[src/rtl/testwave_pkg.sv]
// Shared types for the multi-shape test waveform generator.
// Mode codes and triangle direction encoding.
package testwave_pkg;

  typedef enum logic [1:0] {
    MODE_RAMP_UP = 2'd0,
    MODE_RAMP_DN = 2'd1,
    MODE_TRI     = 2'd2,
    MODE_SQUARE  = 2'd3
  } mode_t;

  typedef enum logic {
    DIR_UP = 1'b0,
    DIR_DN = 1'b1
  } dir_t;

endpackage

[src/rtl/testwave_phase_ctr.sv]
// Phase/direction sequencer for the test waveform generator.
// Tracks the point to emit next and flags the first/last point of a period.
module testwave_phase_ctr
  import testwave_pkg::*;
#(
  parameter int WIDTH = 10
) (
  input  logic             clk_20k,
  input  logic             rst_n,
  input  logic             en,
  input  mode_t            mode,
  input  logic [WIDTH-1:0] peak,
  output logic [WIDTH-1:0] phase,
  output dir_t             dir,
  output logic             first,
  output logic             last
);

  logic [WIDTH-1:0] p_q;
  dir_t             dir_q;
  logic             first_q;
  logic             peak_le1;
  logic             at_peak;

  assign phase    = p_q;
  assign dir      = dir_q;
  assign first    = first_q;
  assign peak_le1 = (peak[WIDTH-1:1] == '0);
  assign at_peak  = (p_q == peak);

  // Triangle holds the emitted value in p_q in both directions.
  always_comb begin
    last = at_peak;
    unique case (mode)
      MODE_TRI: begin
        if (dir_q == DIR_UP) begin
          last = at_peak && peak_le1;
        end else begin
          last = (p_q[WIDTH-1:1] == '0);
        end
      end
      default: last = at_peak;
    endcase
  end

  always_ff @(posedge clk_20k or negedge rst_n) begin
    if (!rst_n) begin
      p_q     <= '0;
      dir_q   <= DIR_UP;
      first_q <= 1'b1;
    end else if (en) begin
      if (last) begin
        p_q     <= '0;
        dir_q   <= DIR_UP;
        first_q <= 1'b1;
      end else begin
        first_q <= 1'b0;
        if (mode == MODE_TRI && dir_q == DIR_UP && at_peak) begin
          dir_q <= DIR_DN;
          p_q   <= peak - WIDTH'(1);
        end else if (mode == MODE_TRI && dir_q == DIR_DN) begin
          p_q <= p_q - WIDTH'(1);
        end else begin
          p_q <= p_q + WIDTH'(1);
        end
      end
    end
  end

endmodule

[src/rtl/testwave_gen_multi.sv]
// Multi-shape test waveform source: ramp up/down, triangle, square.
// Config is latched only at period starts so periods are never mixed.
module testwave_gen_multi
  import testwave_pkg::*;
#(
  parameter int WIDTH    = 10,
  parameter int DEF_MAX  = 639,
  parameter int DEF_MODE = 0
) (
  input  logic             clk_20k,
  input  logic             rst_n,
  input  logic             en,
  input  logic [1:0]       mode_in,
  input  logic [WIDTH-1:0] max_in,
  output logic [WIDTH-1:0] sample,
  output logic             period_start,
  output logic             valid
);

  localparam logic [1:0] DefModeBits = DEF_MODE[1:0];

  mode_t            mode_q;
  logic [WIDTH-1:0] peak_q;
  logic             use_def_q;

  mode_t            mode_eff;
  logic [WIDTH-1:0] peak_eff;
  logic [WIDTH:0]   half;
  logic [WIDTH-1:0] phase;
  dir_t             dir;
  logic             first;
  logic             last;
  logic [WIDTH-1:0] nxt;
  logic             take_in;

  // The first period after reset runs on the reset defaults.
  assign take_in  = first && !use_def_q;
  assign mode_eff = take_in ? mode_t'(mode_in) : mode_q;
  assign peak_eff = take_in ? max_in : peak_q;
  assign half     = ({1'b0, peak_eff} + (WIDTH+1)'(1)) >> 1;

  testwave_phase_ctr #(
    .WIDTH (WIDTH)
  ) u_phase (
    .clk_20k (clk_20k),
    .rst_n   (rst_n),
    .en      (en),
    .mode    (mode_eff),
    .peak    (peak_eff),
    .phase   (phase),
    .dir     (dir),
    .first   (first),
    .last    (last)
  );

  always_comb begin
    nxt = phase;
    unique case (mode_eff)
      MODE_RAMP_UP: nxt = phase;
      MODE_RAMP_DN: nxt = peak_eff - phase;
      MODE_TRI:     nxt = phase;
      MODE_SQUARE:  nxt = ({1'b0, phase} < half) ? '0 : peak_eff;
    endcase
  end

  always_ff @(posedge clk_20k or negedge rst_n) begin
    if (!rst_n) begin
      sample       <= '0;
      period_start <= 1'b0;
      valid        <= 1'b0;
      mode_q       <= mode_t'(DefModeBits);
      peak_q       <= WIDTH'(DEF_MAX);
      use_def_q    <= 1'b1;
    end else if (en) begin
      sample       <= nxt;
      period_start <= first;
      valid        <= 1'b1;
      if (first) begin
        mode_q    <= mode_eff;
        peak_q    <= peak_eff;
        use_def_q <= 1'b0;
      end
    end
  end

endmodule

[config.mk]
export PLATFORM = sky130hd
export DESIGN_NAME = testwave_gen_multi
export DESIGN_NICKNAME = d
export VERILOG_FILES = /design/src/rtl/testwave_pkg.sv /design/src/rtl/testwave_phase_ctr.sv /design/src/rtl/testwave_gen_multi.sv
export SDC_FILE = /design/constraint.sdc
export NUM_CORES = 1
export LEC_CHECK = 0
export BUFFER_PORTS_ARGS = -buffer_cell sky130_fd_sc_hd__buf_4
export CAP_MARGIN = 25
export CORE_MARGIN = 2
export CORE_UTILIZATION = 56
export CTS_BUF_LIST = sky130_fd_sc_hd__clkbuf_2
export DETAILED_ROUTE_END_ITERATION = 12
export PLACE_DENSITY = 0.78
export SETUP_SLACK_MARGIN = 0.5
export SLEW_MARGIN = 0
export SYNTH_ARGS = -nofsm -noshare
export SYNTH_HDL_FRONTEND = slang
export SYNTH_SLANG_ARGS = --single-unit
[constraint.sdc]
create_clock -name clk_20k -period 3.6 [get_ports clk_20k]
set_input_delay 0.36 -clock clk_20k [delete_from_list [all_inputs] [get_ports clk_20k]]
set_output_delay 0.36 -clock clk_20k [all_outputs]
set_load 0.03 [all_outputs]
==> impl_metrics.env <==
export IMPL_final_common_cell="buf_4"
export IMPL_critPathMaxStageDelay_ns=0.58
export IMPL_cp_required_ns=3.89
export IMPL_hp_class="input pin to flip-flop"
export IMPL_wl_per_cell_um=20.1
export IMPL_max_slew_margin_rel_pct=35.7
export IMPL_antenna_found_initial=0
export IMPL_fin_skew_ns=0.0269
export IMPL_rr_endpoint="u_phase.phase[2]$_DFFE_PN0P_"
export IMPL_gp_congestion=1.03
export IMPL_grtUsageTotal_pct=33.0
export IMPL_vias=3154
export IMPL_rr_worst_depth=12
export IMPL_grt_setup_unrepaired="true"
export IMPL_hold_viol_final=0
export IMPL_grt_pass1_wl_um=15900
export IMPL_grt_pass1_vias=3100
export IMPL_pin_count=27
export IMPL_max_freq_mhz=298
export IMPL_crit_top_cell="buf_6"
export IMPL_synthCells=372
export IMPL_yosysSeqAreaShare_pct=29.4
export IMPL_die_y_um=79.5
export IMPL_diodes=0
export IMPL_netlist_cell_type_count=58
export IMPL_setup_ws_ns=0.249
export IMPL_post_dp_hpwl_um=6690
export IMPL_drv_slew=0
export IMPL_post_drt_via_cell_ratio=6.23
export IMPL_drc_errors=0
export IMPL_route_antenna_remaining_nets=0
export IMPL_chipWidth_um=79.5
export IMPL_cts_made_buffers=5
export IMPL_yosys_area_top_type="dfrtp_1"
export IMPL_clkSinkCount=37
export IMPL_post_route_min_period_ns=3.35
export IMPL_wirelength_um=10200
export IMPL_synth_top_area_share_pct=21.2
export IMPL_drt_initial_drc_count=379
export IMPL_synthFlopType="dfrtp_1"
export IMPL_crit_type="flip-flop to flip-flop"
export IMPL_worstPathCellList="nor2b_4 -> buf_12 -> mux2i_4 -> buf_6 -> clkinvlp_4 -> ha_4 -> nand4_1 -> buf_4 -> or4_4 -> o211ai_4 -> buf_6 -> o22ai_2"
export IMPL_core_area_mm2=0.00551
export IMPL_dieArea_mm2=0.00632
export IMPL_yosysWarnings=0
export IMPL_path_clk_slew_ns=0.22
export IMPL_syn_to_final_growth_pct=35.0
export IMPL_synth_enable_flop_cells=0
export IMPL_r2r_start="u_phase.first$_DFFE_PN1P_"
export IMPL_io_buffers=26
export IMPL_dp_slack_ns=0.227
export IMPL_cts_buffer_depth=2
export IMPL_layout_nets=477
export IMPL_cts_tree="done"
export IMPL_r2r_slack_ns=0.25
export IMPL_tns_ns=0
export IMPL_syn_mean_instance_area_um2=8.59
export IMPL_tightest_slew_ns=0.962
export IMPL_path_max_fanout=7
export IMPL_power_density_mw_per_mm2=651
export IMPL_overflow=0
export IMPL_synth_area_top_cells="dfrtp_1 21%, ha_1 11%, dfstp_2 8.2%"
export IMPL_clkLatencyLatePin_ns=0.42
export IMPL_htreeDepth=2
export IMPL_maxCapViolations=0
export IMPL_syn_nets=416
export IMPL_synth_seq_cells=37
export IMPL_drt_first_pass_iters=5
export IMPL_drive_gt1_share_pct=34.3
export IMPL_finalSetupViolCount=0
export IMPL_irDropWorstVdd_v=0.000343
export IMPL_async_flop_share_pct=100
export IMPL_rows=27
export IMPL_crit_start="u_phase.first$_DFFE_PN1P_"
export IMPL_syn_area_mm2=0.00319
export IMPL_end_kind="flip-flop"
export IMPL_grt_max_degree=38
export IMPL_fin_crit_sh_pct=93.1
export IMPL_cp_start_kind="flip-flop"
export IMPL_cp_arrival_ns=3.64
export IMPL_cpMaxStageDelayCell="dfstp_2"
export IMPL_mostFrequentLayoutCells="56 x buf_4, 48 x nor2_1, 29 x a21oi_1, 27 x dfrtp_1, 24 x nand2_1"
export IMPL_start_util_pct=58.0
export IMPL_critical_path_endpoint="u_phase.phase[2]$_DFFE_PN0P_"
export IMPL_root_buffer="clkbuf_2"
export IMPL_status="complete, no violations"
export IMPL_p_leak_nw=1.81
export IMPL_fin_hold_ws_ns=0.288
==> worst max-delay path: cells and delay by family, from the launching register on <==
family,cells,cell delay [ns]
compound gates,2,0.33
fa+ha+maj,1,0.33
buf+inv,5,0.88
flops,1,0.58
mux,1,0.27
simple gates,3,0.82
==> worst min path at each step <==
stage                    from                            to  slack [ns]  cells after the start
global placement        rst_n  u_phase.phase[6]$_DFFE_PN0P_        0.36                      1
floorplan               rst_n         mode_q[0]$_DFFE_PN0P_        0.06                      0
detailed placement      rst_n  u_phase.phase[6]$_DFFE_PN0P_        0.36                      1
finish              max_in[8]         peak_q[8]$_DFFE_PN0P_        0.29                      3
global route        max_in[8]         peak_q[8]$_DFFE_PN0P_        0.30                      3
CTS                 max_in[2]         peak_q[2]$_DFFE_PN1P_        0.30                      3
==> stage by stage <==
| stage | cells | power [W] | area (um^2) | utilization, % |
|---|---|---|---|---|
| CTS | 497 | 0.00261 | 4100 | 74.4 |
| global route | 506 | 0.00297 | 4310 | 78.3 |
| floorplan | 372 | 0.00173 | 3350 | - |
| detailed placement | 470 | 0.00212 | 3660 | 66.4 |
| finish | 506 | 0.00281 | 4310 | 78.3 |
| global placement | 470 | 0.00208 | 3660 | 66.4 |
==> cell families after synthesis <==
logic type / synth area share, %
fa+ha+maj: 11.8
mux: 6.19
simple gates: 19.5
flops: 29.4
buf+inv: 5.09
xor+xnor: 9.83
compound gates: 18.2
==> synthesized netlist by cell type (5+ instances only) <==
cell	number
ha_1	27
inv_1	21
nand2_1	26
clkbuf_1	8
nor3_1	10
dfstp_2	10
nand2b_1	5
xnor2_1	22
xor2_1	12
nor2_1	50
a21oi_1	34
nand3_1	10
a21o_1	9
a221oi_1	9
o22ai_1	9
mux2i_1	15
o21ai_0	8
dfrtp_1	27
==> power breakdown <==
group / leakage (nW) / total [W] / switching (W) / internal, W
clock: 0.0366 / 0.000271 / 0.000156 / 0.000115
combinational: 1.33 / 0.00183 / 0.000989 / 0.000844
sequential: 0.435 / 0.000702 / 0.000156 / 0.000547
==> sequential cells by signal, indices dropped and copies added (netlist names) <==
register and cells:
peak_q 10, sample 10, u_phase.phase 10, mode_q 2
period_start 1, u_phase.dir 1, u_phase.first 1, use_def_q 1
valid 1
==> repair_timing <==
item,CTS,global route
gates cloned,4,0
setup endpoints to repair,22,21
gates resized for setup,32,29
hold buffers,1,0
buffers inserted,14,9
endpoints found under the hold margin,27,0
pin swaps,18,17
==> layer usage <==
metal	routed length [um]	global-route usage (%)	share of wire, %	up-vias
met1	4150	40.5	41	1506
met3	684	6.67	6.7	43
met5	0	0	0	-
li1	-	-	-	1462
met4	428	15.2	4.2	0
met2	4910	55.4	48	143
==> final cells by class <==
cell class | count | area, um^2
multi-input cells | 302 | 2560
inverters | 22 | 88.8
clock inverters | 3 | 41.3
repair buffers | 65 | 567
flip-flops and latches | 37 | 938
well taps | 72 | 90.1
clock buffers | 5 | 25.0
fillers | 344 | 1190
Note: power is estimated with default switching activity, not from simulation.
